<file path="src/rtl/cnn_frame_sequencer.sv">
// Frame sequencer for the CNN digit core: core reset, pixel streaming from a sync RAM, result capture.
// Optional WAIT_DONE watchdog is enabled by defining CNN_SEQ_WATCHDOG_EN.
module cnn_frame_sequencer #(
  parameter int IMG_PIX = 784,
  parameter int PIX_W   = 9,
  parameter int PRE_RST = 20,
  parameter int TIMEOUT = 2000000
) (
  input  logic                    clk,
  input  logic                    rst,
  input  logic                    start,
  output logic                    busy,
  output logic [9:0]              pix_addr,
  output logic                    pix_rd,
  input  logic signed [PIX_W-1:0] pix_data,
  output logic                    core_rst,
  output logic signed [PIX_W-1:0] core_pix,
  output logic                    core_pix_vld,
  input  logic                    core_done,
  input  logic [3:0]              core_digit,
  output logic [3:0]              result,
  output logic                    result_vld,
  output logic                    done,
  output logic                    err,
  output logic [15:0]             frame_cnt
);

  localparam logic [2:0] S_IDLE   = 3'd0;
  localparam logic [2:0] S_PRERST = 3'd1;
  localparam logic [2:0] S_STREAM = 3'd2;
  localparam logic [2:0] S_WAIT   = 3'd3;
  localparam logic [2:0] S_FINISH = 3'd4;

  // One counter serves the PRERST countdown and the WAIT_DONE watchdog.
  localparam int CNT_MAX = (PRE_RST > TIMEOUT) ? PRE_RST : TIMEOUT;
  localparam int CNT_W   = $clog2(CNT_MAX + 1);

  logic [2:0]       state_q, state_d;
  logic [CNT_W-1:0] cnt_q, cnt_d;
  logic [9:0]       pix_addr_q, pix_addr_d;
  logic             pix_rd_q, pix_rd_d;
  logic             core_rst_q, core_rst_d;
  logic             core_pix_vld_q, core_pix_vld_d;
  logic [3:0]       result_q, result_d;
  logic             result_vld_q, result_vld_d;
  logic             done_q, done_d;
  logic [15:0]      frame_cnt_q, frame_cnt_d;
`ifdef CNN_SEQ_WATCHDOG_EN
  logic             err_q, err_d;
`endif

  always_comb begin
    state_d      = state_q;
    cnt_d        = cnt_q;
    pix_addr_d   = pix_addr_q;
    pix_rd_d     = 1'b0;
    result_d     = result_q;
    result_vld_d = result_vld_q;
    done_d       = 1'b0;
    frame_cnt_d  = frame_cnt_q;
`ifdef CNN_SEQ_WATCHDOG_EN
    err_d        = err_q;
`endif
    case (state_q)
      S_IDLE: begin
        if (start) begin
          state_d      = S_PRERST;
          cnt_d        = CNT_W'(PRE_RST - 1);
          result_vld_d = 1'b0;
`ifdef CNN_SEQ_WATCHDOG_EN
          err_d        = 1'b0;
`endif
        end
      end
      S_PRERST: begin
        if (cnt_q == '0) begin
          state_d    = S_STREAM;
          pix_rd_d   = 1'b1;
          pix_addr_d = 10'd0;
        end else begin
          cnt_d = cnt_q - CNT_W'(1);
        end
      end
      S_STREAM: begin
        if (pix_addr_q == 10'(IMG_PIX - 1)) begin
          state_d    = S_WAIT;
          pix_addr_d = 10'd0;
          cnt_d      = '0;
        end else begin
          pix_addr_d = pix_addr_q + 10'd1;
          pix_rd_d   = 1'b1;
        end
      end
      S_WAIT: begin
        // A strobe coinciding with the timeout still counts as success.
        if (core_done) begin
          state_d      = S_FINISH;
          result_d     = core_digit;
          result_vld_d = 1'b1;
          done_d       = 1'b1;
          frame_cnt_d  = frame_cnt_q + 16'd1;
`ifdef CNN_SEQ_WATCHDOG_EN
        end else if (cnt_q == CNT_W'(TIMEOUT - 1)) begin
          state_d = S_FINISH;
          err_d   = 1'b1;
          done_d  = 1'b1;
        end else begin
          cnt_d = cnt_q + CNT_W'(1);
`endif
        end
      end
      S_FINISH: state_d = S_IDLE;
      default:  state_d = S_IDLE;
    endcase
    // The RAM output register is the pixel stage; vld trails the read by one cycle.
    core_pix_vld_d = pix_rd_q;
    core_rst_d     = !((state_q == S_STREAM) || ((state_q == S_WAIT) && (state_d == S_WAIT)));
  end

  always_ff @(posedge clk) begin
    if (!rst) begin
      state_q        <= S_IDLE;
      cnt_q          <= '0;
      pix_addr_q     <= 10'd0;
      pix_rd_q       <= 1'b0;
      core_rst_q     <= 1'b1;
      core_pix_vld_q <= 1'b0;
      result_q       <= 4'd0;
      result_vld_q   <= 1'b0;
      done_q         <= 1'b0;
      frame_cnt_q    <= 16'd0;
`ifdef CNN_SEQ_WATCHDOG_EN
      err_q          <= 1'b0;
`endif
    end else begin
      state_q        <= state_d;
      cnt_q          <= cnt_d;
      pix_addr_q     <= pix_addr_d;
      pix_rd_q       <= pix_rd_d;
      core_rst_q     <= core_rst_d;
      core_pix_vld_q <= core_pix_vld_d;
      result_q       <= result_d;
      result_vld_q   <= result_vld_d;
      done_q         <= done_d;
      frame_cnt_q    <= frame_cnt_d;
`ifdef CNN_SEQ_WATCHDOG_EN
      err_q          <= err_d;
`endif
    end
  end

  assign busy         = (state_q != S_IDLE);
  assign pix_addr     = pix_addr_q;
  assign pix_rd       = pix_rd_q;
  assign core_rst     = core_rst_q;
  assign core_pix_vld = core_pix_vld_q;
  assign core_pix     = core_pix_vld_q ? pix_data : '0;
  assign result       = result_q;
  assign result_vld   = result_vld_q;
  assign done         = done_q;
  assign frame_cnt    = frame_cnt_q;
`ifdef CNN_SEQ_WATCHDOG_EN
  assign err          = err_q;
`else
  assign err          = 1'b0;
`endif

endmodule

</file>
<file path="config.mk">
export PLATFORM = sky130hd
export DESIGN_NAME = cnn_frame_sequencer
export DESIGN_NICKNAME = d
export VERILOG_FILES = /design/src/rtl/cnn_frame_sequencer.sv
export SDC_FILE = /design/constraint.sdc
export NUM_CORES = 1
export LEC_CHECK = 0
export CAP_MARGIN = 20
export CORE_MARGIN = 10
export CORE_UTILIZATION = 55
export CTS_CLUSTER_DIAMETER = 120
export DETAILED_ROUTE_END_ITERATION = 12
export PLACE_DENSITY = 0.83
export SYNTH_ARGS = -nofsm -noshare
export SYNTH_HDL_FRONTEND = slang
export SYNTH_SLANG_ARGS = --single-unit
</file>
<file path="constraint.sdc">
create_clock -name clk -period 4.5 [get_ports clk]
set_input_delay 0.9 -clock clk [delete_from_list [all_inputs] [get_ports clk]]
set_output_delay 0.9 -clock clk [all_outputs]
set_load 0.005 [all_outputs]
</file>
==> key figures <==
Critical path
  – CP max stage delay: 0.65 ns
  – Reg-to-reg slack, setup: 1.56 ns
  – Required time of the worst setup path: 4.70 ns
  – R2R depth: 6
  – Worst Setup End Kind: register
  – Worst reg2reg path startpoint: pix_addr[0]$_SDFFE_PN0P_
  – Crit-path slowest cell: or3_1
  – Critical path class: register to register
  – WP data arrival: 3.14 ns
  – Worst-path cell chain: ha_1, nand3_1, o41a_1, or3_1, nor2_1, o211ai_1
  – Reg-to-reg critical path endpoint: cnt_q[10]$_SDFFE_PN0P_
  – Peak fanout along the critical path: 16
  – CP Launch Type: register

Global routing
  – Pin count of the biggest net entering global routing: 29
  – Global-route wire length before repair: 13.9 mm
  – Number of global-route vias before repair: 2867
  – Initial antenna violation count: 0
  – Gr ovfl total: 0
  – Total GRT Usage: 19.4%

Timing
  – Final min period: 2.94 ns
  – TNS Setup: 0 ns
  – Max_slew headroom: 26.8%
  – Final Hold Fails: 0
  – Final Cycle Share: 65.2%
  – Slew @ Worst Pin: 1.08 ns
  – Fin. max-slew vios: 0
  – Final setup fails: 0
  – Unrepaired setup endpoints after global routing: false
  – Hold slack: 0.464 ns
  – Clock Skew: 0.00699 ns
  – Fmax achieved: 0.341 GHz

Floorplan
  – Row count: 26
  – CORE AREA: 0.00517 mm²
  – Die area: 0.00875 mm²
  – Chip height: 93.5 µm
  – Die span in x: 93.5 µm
  – I/O pin cnt: 63
  – Initial cell density of the core: 57.5%

Synthesis
  – Mapped Avg Cell Area: 8.19 µm²
  – Yosys cell types: 50
  – Number of synthesized flops with an enable pin: 0
  – Synth Instances: 363
  – Post-synth ARST share: 0%
  – Ys flop type: dfxtp_1
  – Top cells by area, synth: dfxtp_1, nor2_1, nand2_1, o21ai_0, a21oi_1
  – Yosys warning count: 0
  – Post-Synthesis Net Count: 384
  – Synth Register Bits: 59
  – Post-synth top area share: 39.7%
  – Synth Cell Area: 0.00297 mm²
  – Sequential cell area fraction in the yosys report: 39.7%
  – Cell taking the most area after synthesis: dfxtp_1

Pwr
  – Comb power frac: 43.9%
  – Peak VDD IR: 0.320 mV
  – Switching Fraction: 41.3%
  – P_sw: 0.000948 W
  – Pint: 0.00135 W
  – Cell Pwr Density: 595 mW/mm²
  – LEAKAGE: 1.32 nW
  – Clock share of power: 24.3%
  – Sequential power share: 31.8%

Min path
  – Min-delay worst type: register to register
  – Hold_sp: pix_rd$_SDFF_PN0_
  – Worst hold path depth: 1
  – Hold worst-path end: core_pix_vld$_SDFF_PN0_

Clock tree
  – Clk_lat worst skew: 0.35 ns
  – CTS clk-pin slew, worst paths: 0.06 ns
  – Post-CTS setup buffer count: 0
  – Clock tree from TritonCTS: yes
  – Root buffer cell: clkbuf_8
  – Hold_buf cts: 0
  – PostCTS Resize Cnt: 0
  – Clk buf depth: 2
  – Total CTS buffers: 9
  – CTS H-Tree Depth: 3
  – CTS sink cnt: 59

Finish
  – Most common cell after layout, fill and taps aside: clkdlybuf4s50_1
  – Commonest non-fill, non-tap cells in the layout: clkdlybuf4s50_1, dfxtp_1, nor2_1, nand2_1, o21ai_0
  – N_diodes: 0
  – Area delta synth->final: 29.7%
  – # nets final: 442
  – Layout cells sized above 1: 6.10%
  – Final Util: 74.6%

Place
  – HPWL Detailed: 5.89 mm
  – I/O Buffers: 61
  – Routability Congestion: 0.922

Route
  – DRC viols: 0
  – Routed Antenna Nets: 0
  – Initial drt markers: 271
  – WL/cell: 16.6 µm
  – Vias per cell: 6.00
  – Via Count: 2977
  – Final wirelength: 8.22 mm
  – Number of detailed-routing iterations run before antenna repair: 5

Flow run
  – Maximum capacitance violations: 0

Status
  – Outcome: finished, final reports clean
==> synthesized netlist by cell type, drive strengths merged, types with 3 or more instances <==
cell type / number
dfxtp: 59
nor2: 35
nand2: 31
o21ai: 23
a21oi: 20
nor3: 18
nand3: 16
clkbuf: 15
and2: 14
or3: 12
or4: 10
a31oi: 9
inv: 9
xnor2: 9
o211ai: 8
mux2i: 7
o31ai: 7
nand4: 6
o311ai: 5
ha: 4
nor3b: 4
nor4: 4
a311oi: 3
and3: 3
buf: 3
nand2b: 3
o41ai: 3
xor2: 3
==> power groups by stage <==
stage               Sequential (W)  Clock, W  Combinational, W
finish                    0.000731  0.000558           0.00101
global route              0.000748  0.000573           0.00112
CTS                       0.000728  0.000557          0.000986
detailed placement        0.000739         0          0.000978
global placement          0.000733         0          0.000947
floorplan                 0.000701         0          0.000724
==> cell type report <==
cell class / count / area, µm²
Clock buffer: 12 / 155
Fill cell: 386 / 1320
Tap cell: 70 / 87.6
Multi-Input combinational cell: 277 / 1690
Sequential cell: 59 / 1180
Clock inverter: 4 / 72.6
Timing Repair Buffer: 65 / 641
Inverter: 9 / 33.8
==> metal layers <==
metal | part of all wire (%) | track usage (%)
met1 | 43 | 23.5
met3 | 8.3 | 5.52
met4 | 1.9 | 9.13
met5 | 0 | 0
met2 | 47 | 31.1
==> sequential cells by signal, indices dropped and copies added, names as in the netlist <==
name,flops
cnt_q,21
core_rst,1
frame_cnt,16
pix_rd,1
pix_addr,10
core_pix_vld,1
state_q,3
result_vld,1
done,1
result,4
==> stage by stage <==
step / power, W / worst slack [ns] / cell area (µm²) / instances
floorplan: 0.00142 / 2.12 / 2970 / 363
global placement: 0.00168 / 1.44 / 3630 / 480
detailed placement: 0.00172 / 1.31 / 3630 / 480
CTS: 0.00227 / 1.57 / 3860 / 496
global route: 0.00244 / 1.34 / 3860 / 496
finish: 0.00229 / 1.56 / 3860 / 496
==> worst max path at each step <==
stage                                         from                     end  slack, ns  cells past startpoint
after global placement                       start   cnt_q[9]$_SDFFE_PN0P_       1.44                      6
after floorplan                              start  cnt_q[14]$_SDFFE_PN0P_       2.12                      7
after detailed placement                     start   cnt_q[0]$_SDFFE_PN0P_       1.31                      6
final                     pix_addr[0]$_SDFFE_PN0P_  cnt_q[10]$_SDFFE_PN0P_       1.56                      6
after CTS                 pix_addr[0]$_SDFFE_PN0P_   cnt_q[0]$_SDFFE_PN0P_       1.57                      6
after global routing      pix_addr[0]$_SDFFE_PN0P_   cnt_q[7]$_SDFFE_PN0P_       1.34                      6
==> critical path: cells and delay by family, from the launching register on <==
kind / cells / cell delay [ns]
AO/OA/AOI/OAI: 2 / 0.82
adder cells (fa/ha/maj): 1 / 0.22
flip-flops: 1 / 0.39
AND/OR/NAND/NOR: 3 / 1.35
==> cell families (layout without fill, tap and decap cells) <==
logic type,after synthesis,in the layout,share of synthesized area (%)
AND/OR/NAND/NOR,165,165,29.9
adder cells (fa/ha/maj),4,4,1.68
flip-flops,59,59,39.7
buffers and inverters,27,90,3.58
AO/OA/AOI/OAI,87,87,18.7
multiplexers,8,8,2.74
other,1,1,0.126
XOR/XNOR,12,12,3.54
Note: power is estimated with default switching activity, not from simulation.
